<file path="src/rtl/tour_seq_pkg.sv">
// Shared types and constants for the Knight command sequencer.
package tour_seq_pkg;

   typedef enum logic [2:0] {
      StIdle,
      StIssue,
      StWaitSent,
      StWaitResp,
      StDone,
      StError
   } tseq_state_t;

   localparam logic [1:0] ERR_NONE = 2'd0;
   localparam logic [1:0] ERR_TMO  = 2'd1;
   localparam logic [1:0] ERR_RESP = 2'd2;
   localparam logic [1:0] ERR_OVF  = 2'd3;

   localparam logic [3:0] OP_TOUR = 4'h4;

   // Tour commands are the only ones that may report intermediate steps.
   function automatic logic is_tour(input logic [15:0] c);
      return c[15:12] == OP_TOUR;
   endfunction

endpackage

</file>
<file path="src/rtl/cmd_fifo.sv">
// Command FIFO with occupancy count; DEPTH must be a power of two.
module cmd_fifo #(
   parameter int unsigned DEPTH = 16,
   parameter int unsigned WIDTH = 16
) (
   input  logic                     clk,
   input  logic                     rst,
   input  logic                     flush,
   input  logic                     push,
   input  logic [WIDTH-1:0]         push_data,
   input  logic                     pop,
   output logic [WIDTH-1:0]         head,
   output logic                     full,
   output logic                     empty,
   output logic [$clog2(DEPTH):0]   count
);

   localparam int unsigned AW = $clog2(DEPTH);

   logic [WIDTH-1:0] mem [DEPTH];
   logic [AW-1:0]    wr_ptr;
   logic [AW-1:0]    rd_ptr;
   logic             wr_en;
   logic             rd_en;

   // Flush wins; a push into a full queue is dropped here and flagged by the owner.
   assign wr_en = push && !full && !flush;
   assign rd_en = pop && !empty && !flush;

   assign full  = (count == (AW + 1)'(DEPTH));
   assign empty = (count == '0);
   assign head  = mem[rd_ptr];

   // Storage array, no reset needed since contents are qualified by count.
   always_ff @(posedge clk) begin
      if (wr_en) begin
         mem[wr_ptr] <= push_data;
      end
   end

   // Pointers wrap naturally at DEPTH; simultaneous push/pop keeps count.
   always_ff @(posedge clk or posedge rst) begin
      if (rst) begin
         wr_ptr <= '0;
         rd_ptr <= '0;
         count  <= '0;
      end else if (flush) begin
         wr_ptr <= '0;
         rd_ptr <= '0;
         count  <= '0;
      end else begin
         if (wr_en) begin
            wr_ptr <= wr_ptr + 1'b1;
         end
         if (rd_en) begin
            rd_ptr <= rd_ptr + 1'b1;
         end
         if (wr_en && !rd_en) begin
            count <= count + 1'b1;
         end else if (!wr_en && rd_en) begin
            count <= count - 1'b1;
         end
      end
   end

endmodule

</file>
<file path="src/rtl/tour_cmd_sequencer.sv">
// Queues Knight commands and issues them one at a time to RemoteComm,
// checking each response and halting on timeout or bad response.
module tour_cmd_sequencer
   import tour_seq_pkg::*;
#(
   parameter int unsigned DEPTH    = 16,
   parameter int unsigned TMO_CYC  = 10_000_000,
   parameter logic [7:0]  ACK_DONE = 8'hA5,
   parameter logic [7:0]  ACK_STEP = 8'h5A
) (
   input  logic                     clk,
   input  logic                     rst,
   input  logic                     push,
   input  logic [15:0]              push_cmd,
   output logic                     full,
   output logic [$clog2(DEPTH):0]   count,
   input  logic                     start,
   input  logic                     abort,
   output logic                     busy,
   output logic                     done,
   output logic                     err,
   output logic [1:0]               err_code,
   output logic [7:0]               cmds_done,
   output logic [15:0]              cmd,
   output logic                     send_cmd,
   input  logic                     cmd_sent,
   input  logic                     resp_rdy,
   input  logic [7:0]               resp
);

   localparam int unsigned     TW       = $clog2(TMO_CYC);
   localparam logic [TW-1:0]   TMO_LAST = TW'(TMO_CYC - 1);

   tseq_state_t   state;
   logic [TW-1:0] timer;
   logic          q_empty;
   logic          q_pop;
   logic [15:0]   q_head;

   // The head is consumed on the cycle the FSM sits in ISSUE.
   assign q_pop = (state == StIssue);
   assign busy  = !((state == StIdle) || (state == StDone) || (state == StError));

   cmd_fifo #(
      .DEPTH (DEPTH),
      .WIDTH (16)
   ) u_cmd_fifo (
      .clk       (clk),
      .rst       (rst),
      .flush     (abort),
      .push      (push),
      .push_data (push_cmd),
      .pop       (q_pop),
      .head      (q_head),
      .full      (full),
      .empty     (q_empty),
      .count     (count)
   );

   // Sequencer FSM, response timer and all registered outputs.
   always_ff @(posedge clk or posedge rst) begin
      if (rst) begin
         state     <= StIdle;
         timer     <= '0;
         cmd       <= '0;
         send_cmd  <= 1'b0;
         done      <= 1'b0;
         err       <= 1'b0;
         err_code  <= ERR_NONE;
         cmds_done <= '0;
      end else begin
         send_cmd <= 1'b0;
         done     <= 1'b0;
         if (abort) begin
            // Abort outranks everything else; err/err_code are left intact.
            state <= StIdle;
            timer <= '0;
         end else begin
            unique case (state)
               StIdle, StDone, StError: begin
                  if (start) begin
                     err       <= 1'b0;
                     err_code  <= ERR_NONE;
                     cmds_done <= '0;
                     if (q_empty) begin
                        state <= StDone;
                        done  <= 1'b1;
                     end else begin
                        state <= StIssue;
                     end
                  end
               end
               StIssue: begin
                  cmd      <= q_head;
                  send_cmd <= 1'b1;
                  timer    <= '0;
                  state    <= StWaitSent;
               end
               StWaitSent: begin
                  if (cmd_sent) begin
                     timer <= '0;
                     state <= StWaitResp;
                  end else if (timer == TMO_LAST) begin
                     state    <= StError;
                     err      <= 1'b1;
                     err_code <= ERR_TMO;
                  end else begin
                     timer <= timer + 1'b1;
                  end
               end
               StWaitResp: begin
                  if (resp_rdy) begin
                     if (resp == ACK_DONE) begin
                        if (cmds_done != 8'hFF) begin
                           cmds_done <= cmds_done + 1'b1;
                        end
                        if (q_empty) begin
                           state <= StDone;
                           done  <= 1'b1;
                        end else begin
                           state <= StIssue;
                        end
                     end else if ((resp == ACK_STEP) && is_tour(cmd)) begin
                        // Progress report: the next response gets a fresh budget.
                        timer <= '0;
                     end else begin
                        state    <= StError;
                        err      <= 1'b1;
                        err_code <= ERR_RESP;
                     end
                  end else if (timer == TMO_LAST) begin
                     state    <= StError;
                     err      <= 1'b1;
                     err_code <= ERR_TMO;
                  end else begin
                     timer <= timer + 1'b1;
                  end
               end
               default: state <= StIdle;
            endcase
            // Overflow is flagged without disturbing the FSM state.
            if (push && full) begin
               err      <= 1'b1;
               err_code <= ERR_OVF;
            end
         end
      end
   end

endmodule
</file>
<file path="config.mk">
export PLATFORM = sky130hd
export DESIGN_NAME = tour_cmd_sequencer
export DESIGN_NICKNAME = d
export VERILOG_FILES = /design/src/rtl/tour_seq_pkg.sv /design/src/rtl/cmd_fifo.sv /design/src/rtl/tour_cmd_sequencer.sv
export SDC_FILE = /design/constraint.sdc
export NUM_CORES = 1
export LEC_CHECK = 0
export CAP_MARGIN = 5
export CORE_ASPECT_RATIO = 1.25
export CORE_MARGIN = 4
export CORE_UTILIZATION = 29
export CTS_CLUSTER_DIAMETER = 120
export DETAILED_ROUTE_END_ITERATION = 10
export PLACE_DENSITY = 0.56
export SYNTH_ARGS = -nofsm -noshare
export SYNTH_HDL_FRONTEND = slang
export SYNTH_SLANG_ARGS = --single-unit
</file>
<file path="constraint.sdc">
create_clock -name clk -period 3.4 [get_ports clk]
set_input_delay 0.51 -clock clk [delete_from_list [all_inputs] [get_ports clk]]
set_output_delay 0.51 -clock clk [all_outputs]
set_load 0.03 [all_outputs]
</file>
==> results of run 1 <==
metal layers:
metal / wire, µm / share of wire (%) / up-vias / track usage, %
met4: 633 / 2.0 / 2 / 3.38
met5: 13 / 0.040 / - / 0
li1: - / - / 3511 / -
met2: 16500 / 51 / 202 / 21.7
met1: 13600 / 42 / 4106 / 16.0
met3: 1400 / 4.3 / 47 / 2.41
worst paths after layout:
check / to / slack [ns] / cells past startpoint / startpoint
worst max register to register: u_cmd_fifo.count[4]$_DFFE_PP0P_ / 0.30 / 9 / u_cmd_fifo.count[1]$_DFFE_PP0P_
worst min register to register: err_code[0]$_DFFE_PP0P_ / 0.50 / 1 / err_code[0]$_DFFE_PP0P_
worst max-delay path: u_cmd_fifo.count[4]$_DFFE_PP0P_ / 0.30 / 9 / u_cmd_fifo.count[1]$_DFFE_PP0P_
max in group asynchronous: cmds_done[2]$_DFFE_PP0P_ / 2.29 / 3 / rst
min in group clk: err_code[0]$_DFFE_PP0P_ / 0.50 / 1 / err_code[0]$_DFFE_PP0P_
worst min-delay path: cmd[14]$_DFFE_PP0P_ / 0.40 / 2 / rst
flip-flops by register name, indices dropped and copies added, names as in the netlist:
name,flops
cmd,16
cmds_done,8
done,1
err,1
err_code,2
send_cmd,1
state,3
timer,24
u_cmd_fifo.count,5
u_cmd_fifo.mem,256
u_cmd_fifo.rd_ptr,4
u_cmd_fifo.wr_ptr,4
layout make-up:
type	instances	area, µm²	share of cell area, %
Clock inverter	13	166	1.01
Multi-Input combinational cell	439	4160	25.2
Tap cell	630	788	4.76
Sequential cell	325	9420	56.9
Clock buffer	47	921	5.57
Inverter	12	46.3	0.280
Timing Repair Buffer	112	1040	6.28
power groups by stage:
| stage | clock, W | sequential, W | combinational, W |
|---|---|---|---|
| 6_report | 0.00364 | 0.00476 | 0.00219 |
| 5_1_grt | 0.00391 | 0.00480 | 0.00236 |
| 4_1_cts | 0.00376 | 0.00478 | 0.00222 |
| 3_5_place_dp | 0 | 0.00485 | 0.00221 |
| 3_3_place_gp | 0 | 0.00485 | 0.00221 |
| 2_1_floorplan | 0 | 0.00497 | 0.00128 |
per-stage QoR:
step	hold WS (ns)	setup slack [ns]	power, W
6_report	0.401	0.304	0.0106
5_1_grt	0.473	0.183	0.0111
4_1_cts	0.419	0.289	0.0108
3_5_place_dp	0.495	0.179	0.00706
3_3_place_gp	0.489	0.155	0.00706
2_1_floorplan	0.473	0.0807	0.00625
cell families after synthesis:
logic type / count (synthesis) / share of synthesized area [%]
xor gates and xnor gates: 13 / 0.884
adders and majority gates: 12 / 1.15
buffers and inverters: 55 / 1.76
muxes: 103 / 13.5
AOI/OAI and AO/OA: 109 / 5.90
and+or+nand+nor: 202 / 8.21
DFF: 325 / 68.6
Yosys cell counts (2+ instances only):
library cell,n
edfxtp_1,256
dfrtp_1,69
mux4_2,64
nor2_1,42
nand2_1,34
nor3_1,27
clkbuf_1,24
o21ai_0,23
a21oi_1,22
mux2i_1,22
nand3_1,18
a221o_1,17
mux2_2,17
nand4_1,16
inv_1,12
buf_2,11
ha_1,11
nor4_1,11
nand2b_1,8
or4_1,8
xnor2_1,8
o31ai_1,6
or3_1,6
a21o_1,5
a31oi_1,5
buf_1,4
xor2_1,4
a22o_1,3
and2_1,3
nand4b_1,3
o21ba_2,3
or2_2,3
a22oi_1,2
a31o_2,2
and4_1,2
and4bb_2,2
buf_4,2
nor4bb_1,2
o21a_1,2
o22a_1,2
o41ai_1,2
or3b_2,2
cells in the final DEF, fill, tap and decap left out, types with 4 or more instances in the layout:
master	count
inv_1	11
clkbuf_1	12
nand2b_1	8
a221o_1	17
a21oi_1	22
nor2_2	7
dfrtp_1	66
mux4_2	64
a31oi_1	5
mux2_2	17
clkinv_2	5
or4_1	8
clkbuf_16	35
edfxtp_1	256
nor2_1	36
nor3_1	20
ha_1	11
o21ai_0	23
or3_1	6
mux2i_1	22
xnor2_1	8
nand3_1	18
xor2_1	4
nor3_2	8
buf_4	43
a21o_1	5
clkdlybuf4s50_1	65
nand2_1	34
nor4_1	8
nand4_1	16
o31ai_1	6
critical path: cells and delay by family (launching register included):
kind                       cells  cell delay [ns]
muxes                          1             0.35
and+or+nand+nor                3             1.10
AOI/OAI and AO/OA              4             0.62
DFF                            1             0.47
adders and majority gates      1             0.44
==> summary.md, run 1 <==
- completed — run status
- 15500 µm² — Placement Cell Area
- 27.4% — proportion of total power due to net switching
- input port to async pin — worst min-delay path category
- 0 — overflow left after global routing
- edfxtp_1 — Post-synth top flop
- 0.00290 W — net switching power of the design
- 1518 — placed cell count
- 2 — number of levels in the clock H-tree
- 0.00770 W — Internal
- 3.50 ns — CP arrival
- 0 ns — setup total negative slack
- 49100 µm — first-pass GRT wire length
- 0 — count of warnings emitted by yosys
- 20.5% — area grow syn2layout
- flip-flop — kind of capture point of the worst setup path
- 35.6% — Final Core Density
- 43 — maximum number of pins on one net before global-route repair
- 3 — Max clock buf depth
- 561 — 1st-iter DRT viols
- edfxtp_1, dfrtp_1, mux4_2 — synth top area cells
- 0 — final hold vios
- 3.80 ns — data required time of the critical path
- clkbuf_16 — clock root cell
- 325 — TritonCTS Sinks
- or3b_2 — CP max-delay cell
- flip-flop — startpoint type of the worst setup path
- 3.10 ns — final critical path time including I/O delays and setup
- 7888 — via count of the first global-routing pass
- false — unrepaired setup endpoints after global routing
- 0.254 mV — Peak VDD IR
- 0 — number of max-capacitance violations reported
- 13700 µm² — post-synth design cell area
- 0.54 ns — Critical Path Max Stage Delay
- 0 — count of hold buffers inserted by post-cts repair
- 50900 µm² — total die area
- 32200 µm — total wire length after detailed routing
- 0 — number of antenna-violating nets in the routed design
- 46500 µm² — total core area
- 67 — I/O pins
- 21.2% — async set-reset flop share out of synthesis
- 0 — antenna diode instance count
- 0 — PostCTS Resize Cnt
- 1578 — post-route insts no fill
- 16500 µm² — fin area
- edfxtp_1 — leading area contributor after synthesis
- 76 — number of distinct library cell variants in the gate-level netlist after synthesis
- 0.53 ns — clock latency on the worst-skew pair
- 256 — Post-synth EDFFs
- 29.5% — initial core utilization
- 7868 — routed via count
- 0.06 ns — Clock Pin Slew Worst Setup and Hold Paths
- 0 — Setup-failing EPs final
- built — clock tree from TritonCTS
- 967 — nets
- 45.0% — sequential group share of total power
- nor4_2, a21oi_4, or3b_2, fa_1, a21o_1, a21oi_1, nor2_1, a22oi_1, mux2_2 — cell-by-cell trace of the critical path
- 323 MHz — peak clock frequency supported by timing
- 34 — TritonCTS Buffers
- 20.4 µm — routed length per placed instance
- 16.8 µm² — Mean Syn Cell Area
- 0 — # DRC
- 0.801 — routability congestion estimate from global placement
- 23.1% — layout cell share with drive strength beyond 1
- 4421 — Fill cells
- flip-flop to flip-flop — critical path class
- 0 — max-slew violations
- 325 — #FFs+latches synth
- 203 µm — die span in x
- 52.7% — headroom to the max-slew limit
- 56.0% — Synth top area share
- 251 µm — height of the die
- 19900 µm — Final HPWL DP
- 0.709 ns — transition time of the tightest slew-check pin
- 862 — Net Count, Synth
- 6 — crit path max fanout
- 5 — first drt pass iteration count
- 12.5% — total routing usage reported by global routing
- 91.0% — share of the clock period used by the worst path
- 0 — number of setup buffers added after CTS
- 0.0176 ns — setup clock skew after layout
- 819 — Mapped Cells
- 68.6% — sequential fraction of the synthesis area
- 1 — initial antenna violation count
- 640 nW/µm² — power density of the placed cells
- 66 — count of input and output buffers
- 88 — number of cell rows
- 34.4% — clock network fraction of total power
- 5.38 nW — static leakage
- 4.99 — detail-routed via count per cell
- 20.7% — portion of total power attributed to combinational logic
No activity file was read; power rests on OpenSTA's default activity.
==> run 2, diff against run 1 <==
--- a/config.mk
+++ b/config.mk
@@ -15,3 +15,4 @@
 export SYNTH_ARGS = -nofsm -noshare
 export SYNTH_HDL_FRONTEND = slang
 export SYNTH_SLANG_ARGS = --single-unit
+export TNS_END_PERCENT = 10
==> run 2 against run 1 <==
Via count is 3.6% lower. Flip-flop and latch count unchanged. Hold slack got worse by 0.060 ns. Core utilization shrank 0.18 points. Non-clock buffer count is 12 lower. Final cell count shrank 0.70%. Critical endpoint unchanged. Largest cell class unchanged. Clock power about the same. Total power fell by 0.53%.
==> summary.md, run 2 (synthesis results as in run 1) <==
- completed — run status
- 324 MHz — peak clock frequency supported by timing, +0.45%
- 0 — # DRC, unchanged
- 11.9% — total routing usage reported by global routing, -0.53 points
- 34 — TritonCTS Buffers, unchanged
- 5.33 nW — static leakage, -0.99%
- 7943 — via count of the first global-routing pass, +0.70%
- 0.0251 ns — setup clock skew after layout, +0.00754 ns
- 34.1% — headroom to the max-slew limit, -19 points
- 2 — initial antenna violation count, +1
- 19600 µm — Final HPWL DP, -1.4%
- 0 — number of max-capacitance violations reported, unchanged
- 325 — TritonCTS Sinks, unchanged
- 0 — Setup-failing EPs final, unchanged
- 640 nW/µm² — power density of the placed cells, about the same
- 0 — count of hold buffers inserted by post-cts repair, unchanged
- 3.08 ns — final critical path time including I/O delays and setup, -0.0140 ns
- 4.84 — detail-routed via count per cell, -3.0%
- 53 — maximum number of pins on one net before global-route repair, +23%
- flip-flop — kind of capture point of the worst setup path
- u_cmd_fifo.mem — Most flops, register
- 0 — number of setup buffers added after CTS, unchanged
- edfxtp_1 — most common cell after layout, fill and taps aside
- 0.341 ns — hold slack final, -0.0601 ns
- 30500 µm — total wire length after detailed routing, -5.3%
- 0.06 ns — Clock Pin Slew Worst Setup and Hold Paths, about the same
- 27.7% — proportion of total power due to net switching, +0.37 points
- 0 — antenna diode instance count, unchanged
- 20.5% — portion of total power attributed to combinational logic, -0.2 points
- 0 — number of antenna-violating nets in the routed design, unchanged
- 88 — number of cell rows, unchanged
- 0.00292 W — net switching power of the design, +0.80%
- 45.3% — sequential group share of total power, +0.3 points
- flip-flop to flip-flop — critical path class
- 5 — first drt pass iteration count, unchanged
- 19.5 µm — routed length per placed instance, -4.7%
- 0 — overflow left after global routing, unchanged
- 6 — crit path max fanout, unchanged
- 4435 — Fill cells, +0.32%
- 256 — max FFs per register, unchanged
- 35.4% — Final Core Density, -0.18 points
- 0.00762 W — Internal, -1.0%
- built — clock tree from TritonCTS
- 22.4% — layout cell share with drive strength beyond 1, -0.69 points
- 19.9% — area grow syn2layout
- 7582 — routed via count, -3.6%
- u_cmd_fifo.mem: 256 flops, timer: 24 flops, cmd: 16 flops — registers with the highest flip-flop counts
- 251 µm — height of the die, unchanged
- 34.2% — clock network fraction of total power, -0.2 points
- 203 µm — die span in x, unchanged
- 3.49 ns — CP arrival, about the same
- 0.987 ns — transition time of the tightest slew-check pin, +0.278 ns
- 2 — number of levels in the clock H-tree, unchanged
- 0.258 mV — Peak VDD IR, +1.8%
- 47700 µm — first-pass GRT wire length, -2.9%
- 50900 µm² — total die area, unchanged
- flip-flop — startpoint type of the worst setup path
- 399 — 1st-iter DRT viols, -29%
- 67 — I/O pins, unchanged
- 0 — PostCTS Resize Cnt, unchanged
- 3.81 ns — data required time of the critical path, about the same
- 29.5% — initial core utilization, unchanged
- input port to async pin — worst min-delay path category
- 66 — count of input and output buffers, unchanged
- false — unrepaired setup endpoints after global routing
- 46500 µm² — total core area, unchanged
- 90.6% — share of the clock period used by the worst path, -0.41 points
- 0 ns — setup total negative slack, unchanged
- edfxtp_1, dfrtp_1, clkdlybuf4s50_1, mux4_2, nor2_1 — most frequent cells in the layout
- 0 — max-slew violations, unchanged
- 0.52 ns — clock latency on the worst-skew pair, about the same
- clkbuf_16 — clock root cell
- 0.810 — routability congestion estimate from global placement, +1.1%
- 0 — final hold vios, unchanged
- 955 — nets, -1.2%
- 3 — Max clock buf depth, unchanged
==> run 2: cell count changes in the layout (fill, tap and decap cells not counted), moves of 2 or more <==
cell	delta
nor4_2	+2
buf_12	+2
nor4_4	-2
clkinv_1	+2
inv_6	+2
buf_4	-14
clkbuf_1	-5
==> run 2: cell type report <==
class | instances | area, µm² | share of cell area [%]
clock inverter | 19 | 181 | 1.10
timing repair buffer | 100 | 978 | 5.94
tap | 630 | 788 | 4.79
sequential | 325 | 9420 | 57.2
clock buffer | 42 | 902 | 5.48
inverter | 12 | 45.0 | 0.274
multi-input combinational | 439 | 4150 | 25.2
==> run 2: final timing paths <==
kind                                                       from                                to  slack [ns]  cells after the start
worst max-delay path            u_cmd_fifo.count[1]$_DFFE_PP0P_   u_cmd_fifo.count[4]$_DFFE_PP0P_        0.32                      9
worst min-delay path                                        rst               cmd[14]$_DFFE_PP0P_        0.34                      2
worst max register to register  u_cmd_fifo.count[1]$_DFFE_PP0P_   u_cmd_fifo.count[4]$_DFFE_PP0P_        0.32                      9
worst min register to register                  err$_DFFE_PP0P_                   err$_DFFE_PP0P_        0.49                      1
max in group asynchronous                                   rst  u_cmd_fifo.rd_ptr[0]$_DFFE_PP0P_        2.38                      3
min in group clk                                err$_DFFE_PP0P_                   err$_DFFE_PP0P_        0.49                      1
==> run 2: critical path, stage by stage (launching register included) <==
cell and delay (ns):
dfrtp_1 0.45, nor4_2 0.51, a21oi_4 0.11, or3b_2 0.53
fa_1 0.43, a21o_1 0.19, a21oi_1 0.18, nor2_1 0.06
a22oi_1 0.15, mux2_2 0.35
==> run 2: routing by layer <==
metal / global-route usage (%) / routed length [µm] / vias to the layer above
li1: - / - / 3481
met1: 14.9 / 12900 / 3906
met2: 21.1 / 15600 / 144
met3: 2.49 / 1450 / 47
met4: 3.20 / 563 / 4
met5: 0 / 22 / -
==> run 2: through the flow <==
stage | worst slack, ns | area (µm²) | total power (W) | instances
6_report | 0.318 | 16500 | 0.0105 | 1567
5_1_grt | 0.102 | 16500 | 0.0110 | 1567
4_1_cts | 0.326 | 16500 | 0.0107 | 1567
3_5_place_dp | 0.175 | 15400 | 0.00705 | 1506
3_3_place_gp | 0.187 | 15400 | 0.00704 | 1506
2_1_floorplan | -0.133 | 13700 | 0.00625 | 819
==> run 2: power groups by stage <==
stage	Sequential [W]	Clock, W	Combinational [W]
detailed placement	0.00486	0	0.00219
CTS	0.00478	0.00373	0.00220
global route	0.00481	0.00389	0.00235
floorplan	0.00497	0	0.00128
global placement	0.00486	0	0.00218
finish	0.00477	0.00361	0.00216
==> run 3, diff against run 2 <==
--- a/config.mk
+++ b/config.mk
@@ -10,6 +10,7 @@
 export CORE_MARGIN = 4
 export CORE_UTILIZATION = 29
 export CTS_CLUSTER_DIAMETER = 120
+export CTS_CLUSTER_SIZE = 16
 export DETAILED_ROUTE_END_ITERATION = 10
 export PLACE_DENSITY = 0.56
 export SYNTH_ARGS = -nofsm -noshare
==> run 3 against run 2 <==
Non-clock buffer count stayed put. Clock skew is 0.0095 ns lower. Clock power is 25% lower. Sequential power hardly changed. Final cell count is 1.0% lower. Combinational power hardly changed. Flip-flop and latch count stayed put. Total power is 8.7% lower. First-iteration DRC count is 3.0% lower. Maximum frequency hardly changed. Worst setup slack worse by 0.0025 ns. Largest cell class unchanged.
==> summary.md, run 3 (synthesis results as in run 1) <==
- 598 nW/µm² — power density of the placed cells, -6.6%
- 0 — overflow left after global routing, unchanged
- flip-flop — startpoint type of the worst setup path
- 0 — # DRC, unchanged
- 22.5% — portion of total power attributed to combinational logic, +2.0 points
- 256 — max FFs per register, unchanged
- edfxtp_1, dfrtp_1, clkdlybuf4s50_1, mux4_2, nor2_1 — most frequent cells in the layout
- 36.5% — headroom to the max-slew limit, +2.4 points
- 3.81 ns — data required time of the critical path, about the same
- 0 — PostCTS Resize Cnt, unchanged
- 0 — count of hold buffers inserted by post-cts repair, unchanged
- nor4_2, a21oi_4, or3b_2, fa_1, a21o_1, a21oi_1, nor2_1, a22oi_1, mux2_2 — cell-by-cell trace of the critical path
- 0.00269 W — net switching power of the design, -7.8%
- 387 — 1st-iter DRT viols, -3.0%
- u_cmd_fifo.count[1]$_DFFE_PP0P_ — startpoint of the worst register-to-register path
- u_cmd_fifo.count[1]$_DFFE_PP0P_ — beginning of the critical path
- 53 — maximum number of pins on one net before global-route repair, unchanged
- 945 — nets, -1.0%
- 90.7% — share of the clock period used by the worst path, about the same
- 46500 µm² — total core area, unchanged
- 9420 µm² — flip-flop and latch area, unchanged
- 6 — crit path max fanout, unchanged
- 2 — initial antenna violation count, unchanged
- 0.810 — routability congestion estimate from global placement, unchanged
- 0 — number of antenna-violating nets in the routed design, unchanged
- 203 µm — die span in x, unchanged
- 19.6 µm — routed length per placed instance, +0.42%
- input port to async pin — worst min-delay path category
- 0 — max-slew violations, unchanged
- 47100 µm — first-pass GRT wire length, -1.1%
- 9 — Worst Reg-to-Reg Cells, unchanged
- 88 — number of cell rows, unchanged
- 19600 µm — Final HPWL DP, unchanged
- 29.5% — initial core utilization, unchanged
- flip-flop to flip-flop — critical path class
- built — clock tree from TritonCTS
- 1 — number of levels in the clock H-tree, -1
- 3.08 ns — final critical path time including I/O delays and setup, +0.00246 ns
- 0.213 mV — Peak VDD IR, -17%
- 0 ns — setup total negative slack, unchanged
- 0.316 ns — worst-case setup margin in the final layout, -0.00246 ns
- 0.53 ns — Critical Path Max Stage Delay, about the same
- 11.7% — total routing usage reported by global routing, -0.21 points
- 0 — Setup-failing EPs final, unchanged
- 0 — final hold vios, unchanged
- 7546 — routed via count, -0.47%
- 4.87 — detail-routed via count per cell, +0.55%
- 0.175 ns — worst setup slack after placement, unchanged
- 17.2% — area grow syn2layout
- 0 — number of max-capacitance violations reported, unchanged
- 251 µm — height of the die, unchanged
- 16100 µm² — fin area, -2.3%
- 67 — I/O pins, unchanged
- 0.53 ns — clock latency on the worst-skew pair, about the same
- u_cmd_fifo.mem — Most flops, register
- completed — run status
- 3.50 ns — CP arrival, about the same
- 0.32 ns — flop-to-flop setup slack, about the same
- 49.5% — sequential group share of total power, +4.2 points
- 5 — first drt pass iteration count, unchanged
- 325 — TritonCTS Sinks, unchanged
- 0 — number of setup buffers added after CTS, unchanged
- u_cmd_fifo.count[4]$_DFFE_PP0P_ — FF-to-FF End
- flip-flop — kind of capture point of the worst setup path
- 5.14 nW — static leakage, -3.6%
- clkbuf_16 — clock root cell
- false — unrepaired setup endpoints after global routing
- 0.951 ns — transition time of the tightest slew-check pin, -0.0361 ns
- 4469 — Fill cells, +0.77%
- 4150 µm² — area of the multi-input gates, unchanged
- 24 — TritonCTS Buffers, -29%
- 28.0% — proportion of total power due to net switching, +0.26 points
- u_cmd_fifo.count[4]$_DFFE_PP0P_ — endpoint of the worst setup timing path
- 0.0156 ns — setup clock skew after layout, -0.00951 ns
- 15400 µm² — Placement Cell Area, unchanged
- 20.2% — layout cell share with drive strength beyond 1, -2.2 points
- 28.0% — clock network fraction of total power, -6.2 points
- 3 — Max clock buf depth, unchanged
- 0.08 ns — Clock Pin Slew Worst Setup and Hold Paths, +0.02 ns
- or3b_2 — CP max-delay cell
- edfxtp_1 — most common cell after layout, fill and taps aside
- 66 — count of input and output buffers, unchanged
- 324 MHz — peak clock frequency supported by timing, about the same
- 7858 — via count of the first global-routing pass, -1.1%
- 0.00693 W — Internal, -9.0%
- 0.00962 W — power consumption, -8.7%
- u_cmd_fifo.mem: 256 flops, timer: 24 flops, cmd: 16 flops — registers with the highest flip-flop counts
- 30300 µm — total wire length after detailed routing, -0.61%
- 50900 µm² — total die area, unchanged
==> run 3: cell count changes in the layout (fill, tap and decap cells not counted), moves of 4 or more <==
cell,previous run,this run
clkinv_2,6,0
clkbuf_1,7,18
clkbuf_16,35,25
clkinv_1,4,0
==> run 3: worst min-delay path by stage <==
stage | slack (ns) | cells past startpoint | start | to
2_1_floorplan | 0.47 | 1 | timer[11]$_DFFE_PP0P_ | timer[11]$_DFFE_PP0P_
3_3_place_gp | 0.48 | 1 | err$_DFFE_PP0P_ | err$_DFFE_PP0P_
3_5_place_dp | 0.48 | 1 | err$_DFFE_PP0P_ | err$_DFFE_PP0P_
4_1_cts | 0.33 | 2 | rst | cmd[0]$_DFFE_PP0P_
5_1_grt | 0.35 | 2 | rst | cmd[0]$_DFFE_PP0P_
6_report | 0.33 | 2 | rst | cmd[0]$_DFFE_PP0P_
==> run 3: layout make-up <==
| type | instances | share of cell area (%) |
|---|---|---|
| sequential | 325 | 58.5 |
| multi-input combinational | 439 | 25.8 |
| timing repair buffer | 100 | 6.08 |
| tap | 630 | 4.90 |
| clock buffer | 43 | 4.31 |
| inverter | 12 | 0.280 |
| clock inverter | 1 | 0.101 |
| antenna | 1 | 0.0156 |
==> run 3: metal layers <==
metal	vias up	part of all wire [%]	wire length (µm)	GRT usage [%]
li1	3453	-	-	-
met1	3918	42	12700	14.8
met2	141	52	15800	21.2
met3	30	4.6	1380	1.97
met4	4	1.4	420	2.50
met5	-	0.073	22	0
==> run 3: power groups by stage <==
stage,combinational [W],sequential (W),clock (W)
after floorplan,0.00128,0.00497,0
after global placement,0.00218,0.00486,0
after detailed placement,0.00219,0.00486,0
after CTS,0.00219,0.00478,0.00280
after global routing,0.00235,0.00481,0.00295
final,0.00216,0.00476,0.00270
==> run 3: critical path: cells and delay by family, from the launching register on <==
kind	cells	cell delay [ns]
AOI/OAI and AO/OA	4	0.64
adders and majority gates	1	0.43
muxes	1	0.35
and+or+nand+nor	3	1.10
DFF	1	0.45
==> run 3: through the flow <==
step                      hold WS, ns  std cells  utilization, %
final                           0.325       1551            34.6
after floorplan                 0.473        819               -
after detailed placement        0.480       1506            33.1
after global routing            0.347       1550            34.6
after CTS                       0.332       1550            34.6
after global placement          0.485       1506            33.1
